[src/rtl/mc_ctrl_fsm.sv]
// Multi-cycle processor control FSM: fetch/decode/exec/mem/writeback sequencing and retired-instruction counter.
// Optional macro MC_CTRL_ILLEGAL_TRAP_EN: illegal opcodes enter a sticky TRAP state and expose the illegal port.
module mc_ctrl_fsm #(
  parameter int unsigned CNT_W = 32
) (
  input  logic             clk,
  input  logic             rst_n,
  input  logic [6:0]       opcode,
  input  logic             mem_ready,
  output logic [1:0]       aluop,
  output logic             alusrc,
  output logic             memread,
  output logic             memwrite,
  output logic             regwrite,
  output logic             memtoreg,
  output logic             irwrite,
  output logic             pcwrite,
  output logic             branch,
  output logic [2:0]       state,
`ifdef MC_CTRL_ILLEGAL_TRAP_EN
  output logic             illegal,
`endif
  output logic [CNT_W-1:0] instret
);

  typedef enum logic [2:0] {
    S_FETCH  = 3'd0,
    S_DECODE = 3'd1,
    S_EXEC   = 3'd2,
    S_MEM    = 3'd3,
    S_WB     = 3'd4,
    S_TRAP   = 3'd5
  } state_t;

  typedef enum logic [2:0] {
    C_R      = 3'd0,
    C_I      = 3'd1,
    C_LOAD   = 3'd2,
    C_STORE  = 3'd3,
    C_BRANCH = 3'd4,
    C_ILL    = 3'd5
  } class_t;

  state_t cur, nxt;
  class_t cls, dec_cls;
  logic   retire;

  always_comb begin
    dec_cls = C_ILL;
    case (opcode)
      7'b0000011: dec_cls = C_LOAD;
      7'b0100011: dec_cls = C_STORE;
      7'b0110011: dec_cls = C_R;
      7'b0010011: dec_cls = C_I;
      7'b1100011: dec_cls = C_BRANCH;
      default:    dec_cls = C_ILL;
    endcase
  end

  always_comb begin
    nxt      = cur;
    aluop    = 2'b00;
    alusrc   = 1'b0;
    memread  = 1'b0;
    memwrite = 1'b0;
    regwrite = 1'b0;
    memtoreg = 1'b0;
    irwrite  = 1'b0;
    pcwrite  = 1'b0;
    branch   = 1'b0;
    case (cur)
      S_FETCH: begin
        memread = 1'b1;
        if (mem_ready) begin
          irwrite = 1'b1;
          pcwrite = 1'b1;
          nxt     = S_DECODE;
        end
      end
      S_DECODE: begin
        if (dec_cls == C_ILL) begin
`ifdef MC_CTRL_ILLEGAL_TRAP_EN
          nxt = S_TRAP;
`else
          nxt = S_FETCH;
`endif
        end else begin
          nxt = S_EXEC;
        end
      end
      S_EXEC: begin
        case (cls)
          C_LOAD, C_STORE: begin
            alusrc = 1'b1;
            nxt    = S_MEM;
          end
          C_BRANCH: begin
            aluop  = 2'b01;
            branch = 1'b1;
            nxt    = S_FETCH;
          end
          C_R: begin
            aluop = 2'b10;
            nxt   = S_WB;
          end
          C_I: begin
            aluop  = 2'b10;
            alusrc = 1'b1;
            nxt    = S_WB;
          end
          default: nxt = S_FETCH;
        endcase
      end
      S_MEM: begin
        memread  = (cls == C_LOAD);
        memwrite = (cls == C_STORE);
        if (mem_ready) nxt = (cls == C_LOAD) ? S_WB : S_FETCH;
      end
      S_WB: begin
        regwrite = 1'b1;
        memtoreg = (cls == C_LOAD);
        nxt      = S_FETCH;
      end
      S_TRAP: begin
`ifdef MC_CTRL_ILLEGAL_TRAP_EN
        nxt = S_TRAP;
`else
        nxt = S_FETCH;
`endif
      end
      default: nxt = S_FETCH;
    endcase
  end

  // Only completions out of EXEC/MEM/WB retire; the illegal-NOP return from DECODE does not.
  assign retire = (nxt == S_FETCH) && ((cur == S_EXEC) || (cur == S_MEM) || (cur == S_WB));

  always_ff @(posedge clk) begin
    if (!rst_n) begin
      cur     <= S_FETCH;
      cls     <= C_R;
      instret <= '0;
    end else begin
      cur <= nxt;
      if (cur == S_DECODE) cls <= dec_cls;
      if (retire) instret <= instret + CNT_W'(1);
    end
  end

`ifdef MC_CTRL_ILLEGAL_TRAP_EN
  always_ff @(posedge clk) begin
    if (!rst_n)                                     illegal <= 1'b0;
    else if ((cur == S_DECODE) && (nxt == S_TRAP)) illegal <= 1'b1;
  end
`endif

  assign state = cur;

endmodule

[config.mk]
export PLATFORM = sky130hd
export DESIGN_NAME = mc_ctrl_fsm
export DESIGN_NICKNAME = d
export VERILOG_FILES = /design/src/rtl/mc_ctrl_fsm.sv
export SDC_FILE = /design/constraint.sdc
export NUM_CORES = 1
export LEC_CHECK = 0
export CAP_MARGIN = 40
export CORE_MARGIN = 1.5
export CORE_UTILIZATION = 30
export CTS_BUF_LIST = sky130_fd_sc_hd__clkbuf_4 sky130_fd_sc_hd__clkbuf_8
export DETAILED_ROUTE_END_ITERATION = 10
export HOLD_SLACK_MARGIN = 0.12
export PLACE_DENSITY_LB_ADDON = 0.25
export SLEW_MARGIN = 10
export SYNTH_ARGS = -nofsm -noshare
export SYNTH_HDL_FRONTEND = slang
export SYNTH_SLANG_ARGS = --single-unit
[constraint.sdc]
create_clock -name clk -period 1.99 [get_ports clk]
set_input_delay 0.398 -clock clk [delete_from_list [all_inputs] [get_ports clk]]
set_output_delay 0.398 -clock clk [all_outputs]
set_load 0.05 [all_outputs]
==> results by group, run 1 <==
Synth
  • Main combinational cell family by area after synthesis: simple AND/OR/NAND/NOR gates
  • Area share of and/or/nand/nor cells after synthesis: 32.39%
  • Mapped Nets: 246
  • Synth Area per Inst: 8.237 µm²
  • Gate Count Post-Synth: 235
  • Post-synthesis compound-gate area fraction: 19.65%
  • Post-synthesis mux area share: 1.034%
  • Ys Warns: 0
  • Ys async rst share: 0%
  • Synth Register Bits: 38
  • Largest area contributor in the netlist: dfxtp_1
  • Synth Area in Adders: 0.6464%
  • Post-synthesis xor/xnor area fraction: 1.810%
  • Post-synth EDFFs: 0
  • Most frequent cell after synthesis: dfxtp_1
  • Netlist cell types: 35
  • Synth Flop Type: dfxtp_1
  • Mapped Area: 1936 µm²
  • Post-synth top cells: 38 x dfxtp_1, 33 x a21oi_1, 17 x o21ai_0
  • Register area share after synthesis: 39.30%
  • Yosys top cell area share: about 39%
  • Synth top area cells: dfxtp_1 39%, a21oi_1 8.5%, o31ai_1 5.0%, or4_1 5.0%, or3_1 4.8%

Timing
  • Slew @ Worst Pin: 0.5111 ns
  • Slew headroom: 65.82%
  • Achievable frequency: 0.5001 GHz
  • Fin crit period: 2.000 ns
  • RSZ-0062 raised after global routing: yes
  • Setup WS post-layout: -0.009775 ns
  • Max Slew Vio Count: 0
  • Hold WS: 0.4824 ns
  • Final setup viols: 1
  • Skew final: 0.006805 ns
  • Final Hold Fails: 0
  • Final period util: 100.5%

Worst setup path
  • WP data required: 2.16 ns
  • Worst Path Buf+Inv: 2
  • Critical path class: flip-flop to flip-flop
  • CP Launch Type: flip-flop
  • Stages on worst setup path: 7
  • CP Max Fanout: 8
  • Crit path arrival time: around 2.2 ns
  • Setup slack, reg-to-reg: -0.01 ns
  • Worst R2R Start: state[0]
  • Worst path cell trace: nor2b_4 -> o32ai_4 -> nand4b_4 -> buf_6 -> buf_4 -> o31ai_2 -> a21oi_1
  • Worst setup EP type: flip-flop
  • CP max stage delay: 0.43 ns
  • Reg2reg end: instret[22]
  • Slowest stage cell on the critical path: o32ai_4
  • Worst reg2reg path depth: 7
  • CP delay by family, top: compound AO/OA/AOI/OAI gates

Routing
  • Final ANT Viol Nets: 0
  • Final WL: 5561 µm
  • Vias/cell: 5.249
  • Number of remaining DRC errors: 0
  • Pre-antenna DRT Iters: 4
  • DR iter-0 viols: 88
  • Vias post-DR: 2110
  • Routed WL per cell: 13.83 µm

Run status
  • Status: finished with violations
  • Failing checks: setup timing

CTS
  • # hold bufs at CTS: 0
  • CTS max path bufs: 2
  • Clock latency at the later pin of the worst-skew pair: ~0.28 ns
  • H-tree level count: 2
  • Cts bufs inserted: 5
  • Clock Pin Slew Worst Setup and Hold Paths: 0.07 ns
  • TritonCTS clock tree: yes
  • Number of clock sinks: 38
  • Root buf cell: clkbuf_8

Min path
  • HP Class: flip-flop to flip-flop
  • Worst hold path endpoint: instret[31]
  • Min-delay src: instret[31]
  • Worst Hold Depth: 2

Power and ir drop
  • Leakage: 0.001211 µW
  • Pwr dens: 482.3 nW/µm²
  • VDD IR max: ~330 µV
  • Design Power: roughly 1600 µW

GRT
  • First-pass GRT wire length: 8473 µm
  • GRT overflow: 0
  • Total GRT Usage: 14.76%
  • Initial antenna violation count: 0
  • Vias in the first global route: 1803
  • Largest net degree at the start of global routing: 19

Placement
  • RD Place Congestion: 0.8091
  • Post-Place Worst Slack: -0.4401 ns
  • Port bufs: 54
  • Placed Area: 2894 µm²
  • Hpwl dp: 3770 µm

Layout
  • Final Instance Area: 3261 µm²
  • Antenna Cells: 0
  • Final core occ: around 52%
  • Syn-to-layout area delta: 68.46%
  • Final net count: 335
  • Share of layout cells above drive strength 1: 36.00%

Floorplan
  • Die width: 83.33 µm
  • IO Pins: 55
  • FP Rows: 29
  • CORE AREA: 6277 µm²
  • Die height: 83.33 µm
  • Total die area: 6943 µm²
  • Initial core utilization: 30.84%

Run
  • Max-cap violation count: 0
-- cells by family after synthesis --
group / Yosys count
AOI/OAI and AO/OA: 65
xor gates and xnor gates: 4
adders and majority gates: 1
buffers and inverters: 22
DFF: 38
muxes: 2
and+or+nand+nor: 103
-- metrics by stage --
stage	setup TNS (ns)	instances
after floorplan	-0.03544	235
after global placement	-8.397	381
after detailed placement	-9.269	381
after CTS	0	396
after global routing	-0.9043	402
final	-0.009775	402
-- report_power, final --
part | switching, µW | leakage (µW) | internal, µW
combinational | 67.5 | 0.000832 | 63.6
sequential | 4.85 | 0.000318 | 756
clock | 259 | 0.0000619 | 422
-- what timing repair did --
item / in CTS / in global routing
buffers inserted: 7 / 6
pin swaps: 5 / 26
gates cloned: 1 / 0
setup endpoints to repair: 21 / 35
resized for setup: 7 / 34
-- worst max path at each step --
stage / startpoint / to / slack [ns]
2_1_floorplan: state[2] / alusrc / -0.03
3_3_place_gp: mem_ready / instret[14] / -0.39
3_5_place_dp: mem_ready / instret[26] / -0.44
4_1_cts: state[0] / instret[29] / 0.0002
5_1_grt: state[0] / instret[22] / -0.11
6_report: state[0] / instret[22] / -0.01
-- worst reg2reg max path: stages, from the launching register on --
cell and delay (ns):
dfxtp_4 0.36, nor2b_4 0.13, o32ai_4 0.43, nand4b_4 0.28
buf_6 0.20, buf_4 0.13, o31ai_2 0.27, a21oi_1 0.09
-- cell type report --
type                            instances  area [µm²]
Inverter                                9       33.78
Fill cell                             596        3017
Sequential cell                        38       800.8
Timing Repair Buffer                   94       962.2
Multi-Input combinational cell        176        1247
Clock inverter                          1       30.03
Tap cell                               77       96.34
Clock buffer                            7       90.09
-- cells in the final DEF, fill, tap and decap left out, types with 6 or more instances in the layout --
| cell | n |
|---|---|
| buf_6 | 8 |
| nor2_1 | 13 |
| dfxtp_1 | 20 |
| nand2_1 | 14 |
| or4_4 | 7 |
| inv_1 | 7 |
| clkbuf_8 | 6 |
| clkdlybuf4s50_1 | 32 |
| a21oi_2 | 8 |
| or4_1 | 6 |
| dfxtp_4 | 7 |
| buf_12 | 10 |
| buf_4 | 39 |
| and3_1 | 6 |
| o21ai_0 | 16 |
| or3_1 | 14 |
| nand3_1 | 11 |
| a21oi_1 | 25 |
| o31ai_1 | 11 |
| dfxtp_2 | 11 |
-- metal layers --
metal | vias to the layer above | wire length [µm] | GRT usage, % | part of all wire [%]
met5 | - | 0 | 0 | 0
met4 | 0 | 48 | 4.545 | 0.86
met3 | 7 | 207 | 2.982 | 3.7
met2 | 35 | 2751 | 24.91 | 49
met1 | 1014 | 2554 | 18.95 | 46
li1 | 1054 | - | - | -
-- registers in the layout, summed over array words and instances, names as in the netlist --
name	count
cls	3
instret	32
state	3
(Power assumes the default switching activity.)
==> inputs of run 2 (changes only) <==
--- a/config.mk
+++ b/config.mk
@@ -10,6 +10,7 @@
 export CORE_UTILIZATION = 30
 export CTS_BUF_LIST = sky130_fd_sc_hd__clkbuf_4 sky130_fd_sc_hd__clkbuf_8
 export DETAILED_ROUTE_END_ITERATION = 10
+export GPL_ROUTABILITY_DRIVEN = 0
 export HOLD_SLACK_MARGIN = 0.12
 export PLACE_DENSITY_LB_ADDON = 0.25
 export SLEW_MARGIN = 10
==> constraint.sdc (replaced) <==
create_clock -name clk -period 2.25 [get_ports clk]
set_input_delay 0.45 -clock clk [delete_from_list [all_inputs] [get_ports clk]]
set_output_delay 0.45 -clock clk [all_outputs]
set_load 0.05 [all_outputs]
==> run 2 against run 1 <==
Net effect: the flow now finishes without violations; hold slack got worse by 0.0010 ns; via count shrank 6.8%; core utilization decreased by 6.1 points; die area unchanged; global-route usage fell by 0.82 points; first-iteration DRC count decreased by 19%; critical endpoint is now instret[23]; final area shrank 12%; clock skew rose by 0.0059 ns.
==> results by group, run 2 (synthesis gave the netlist of run 1 again) <==
Run status
  • Status: complete, no violations (was finished with violations)

Layout
  • Commonest cells after routing, fill and taps aside: 44 x clkdlybuf4s50_1, 34 x dfxtp_1, 33 x a21oi_1 (was 39 x buf_4, 32 x clkdlybuf4s50_1, 25 x a21oi_1)
  • Filler cells: 646 (was 596)
  • Commonest non-fill, non-tap cell in the layout: clkdlybuf4s50_1 (was buf_4)
  • Final net count: 314 (was 335)
  • Share of layout cells above drive strength 1: 17.76% (was 36.00%)
  • Max FFs per register: 32 (unchanged)
  • Syn-to-layout area delta: 48.61% (was 68.46%)
  • Post-route insts no fill: 381 (was 402)
  • Biggest register: instret (unchanged)
  • Antenna Cells: 0 (unchanged)

Timing
  • Slew @ Worst Pin: 0.5249 ns (was 0.5111 ns)
  • Max Slew Vio Count: 0 (unchanged)
  • RSZ-0062 raised after global routing: yes (unchanged)
  • Achievable frequency: 0.4673 GHz
  • Skew final: 0.01270 ns (was 0.006805 ns)
  • Setup WS post-layout: 0.1103 ns (was -0.009775 ns)
  • Fin crit period: ~2.1 ns
  • Final period util: around 95%
  • Final setup viols: 0 (was 1)
  • Slew headroom: 64.89% (was 65.82%)
  • Final Hold Fails: 0 (unchanged)

GRT
  • Largest net degree at the start of global routing: 29 (was 19)
  • Total GRT Usage: 13.94% (was 14.76%)
  • Vias in the first global route: 1784 (was 1803)
  • Initial antenna violation count: 0 (unchanged)
  • First-pass GRT wire length: 7976 µm (was 8473 µm)
  • GRT overflow: 0 (unchanged)

Floorplan
  • Die width: 83.33 µm (unchanged)
  • IO Pins: 55 (unchanged)
  • FP Rows: 29 (unchanged)
  • Die height: 83.33 µm (unchanged)
  • CORE AREA: 6277 µm² (unchanged)
  • Total die area: 6943 µm² (unchanged)
  • Initial core utilization: 30.84% (unchanged)

CTS
  • Root buf cell: clkbuf_8 (unchanged)
  • Clock latency at the later pin of the worst-skew pair: 0.29 ns (was 0.28 ns)
  • CTS max path bufs: 2 (unchanged)
  • Cts bufs inserted: 5 (unchanged)
  • Clock Pin Slew Worst Setup and Hold Paths: 0.08 ns (was 0.07 ns)
  • H-tree level count: 2 (unchanged)
  • TritonCTS clock tree: yes (unchanged)
  • # hold bufs at CTS: 0 (unchanged)
  • Number of clock sinks: 38 (unchanged)

Worst setup path
  • Worst reg2reg path depth: 6 (was 7)
  • Worst setup EP type: flip-flop (unchanged)
  • Crit path arrival time: 2.36 ns (was 2.17 ns)
  • Setup slack, reg-to-reg: 0.20 ns (was -0.01 ns)
  • WP data required: 2.47 ns (was 2.16 ns)
  • Critical path capture point: instret[23] (was instret[22])
  • CP Max Fanout: 20 (was 8)
  • CP startpoint: mem_ready (was state[0])
  • CP Launch Type: input port (was flip-flop)
  • Worst R2R Start: state[2] (was state[0])
  • Reg2reg end: instret[23] (was instret[22])
  • Critical path class: input port to flip-flop (was flip-flop to flip-flop)

Run
  • Max-cap violation count: 0 (unchanged)

Routing
  • Routed WL per cell: 12.73 µm (was 13.83 µm)
  • Vias/cell: 5.160 (was 5.249)
  • Final ANT Viol Nets: 0 (unchanged)
  • Vias post-DR: 1966 (was 2110)
  • Number of remaining DRC errors: 0 (unchanged)
  • Final WL: 4849 µm (was 5561 µm)
  • Pre-antenna DRT Iters: 4 (unchanged)
  • DR iter-0 viols: 71 (was 88)

Placement
  • Hpwl dp: 3503 µm (was 3770 µm)
  • Post-Place Worst Slack: -0.2121 ns (was -0.4401 ns)
  • Inst Count DP: 371 (was 381)
  • Port bufs: 54 (unchanged)

Min path
  • HP Class: flip-flop to flip-flop (unchanged)

Power and ir drop
  • VDD IR max: 376.5 µV (was 326.2 µV)
  • Leakage: 0.0009687 µW (was 0.001211 µW)
  • Pwr dens: 478.2 nW/µm² (was 482.3 nW/µm²)
run 2: cell count changes in the layout (fill, tap and decap cells not counted), sizes merged:
cell	change
dlygate4sd2	-1
dlymetal6s2s	-4
clkdlybuf4s50	+12
buf	-27
nand4b	-1
run 2: per-stage QoR:
step	hold WS (ns)	util, %	area (µm²)	total power, µW	setup TNS, ns
floorplan	0.5391	-	1986	747.5	-0.1727
global placement	0.4678	43.67	2741	796.2	-3.489
detailed placement	0.4746	43.67	2741	797.2	-4.024
CTS	0.4853	45.55	2859	1387	0
global route	0.5021	45.82	2877	1431	-0.03091
finish	0.4814	45.82	2877	1375	0
run 2: final cells by class:
class                   instances  area (µm²)  share of cell area (%)
clock buffers                   7       83.83                   2.914
repair buffers                 74       740.7                   25.75
inverters                       9       33.78                   1.174
multi-input cells             175        1126                   39.15
flip-flops and latches         38       765.7                   26.62
well taps                      77       96.34                   3.349
clock inverters                 1       30.03                   1.044
run 2: worst min path at each step:
| stage | startpoint | to | slack (ns) | cells past startpoint |
|---|---|---|---|---|
| 2_1_floorplan | cls[0] | cls[0] | 0.54 | 2 |
| 4_1_cts | instret[31] | instret[31] | 0.49 | 2 |
| 5_1_grt | instret[31] | instret[31] | 0.50 | 2 |
| 3_5_place_dp | instret[31] | instret[31] | 0.47 | 2 |
| 3_3_place_gp | instret[31] | instret[31] | 0.47 | 2 |
| 6_report | instret[31] | instret[31] | 0.48 | 2 |
run 2: critical path: stages:
cell	delay, ns
clkdlybuf4s50_1	0.48
nor2b_1	0.08
o32ai_4	0.32
nand4_4	0.31
buf_4	0.24
or3_1	0.34
a21oi_1	0.15
run 2: metal layers:
metal	track usage [%]	wire [µm]	up-vias
li1	-	-	1008
met5	0	0	-
met3	4.175	177	2
met2	23.21	2307	29
met1	17.40	2340	927
met4	4.091	23	0
run 2: report_power, final:
group	total (µW)	internal [µW]	switching [µW]
Sequential	681	676	5.51
Combinational	99.9	47.1	52.7
Clock	594	356	238
run 2: what timing repair did:
item,CTS,global route
resized for setup,1,1
buffers inserted,0,2
setup endpoints to repair,1,7
pin swaps,0,1
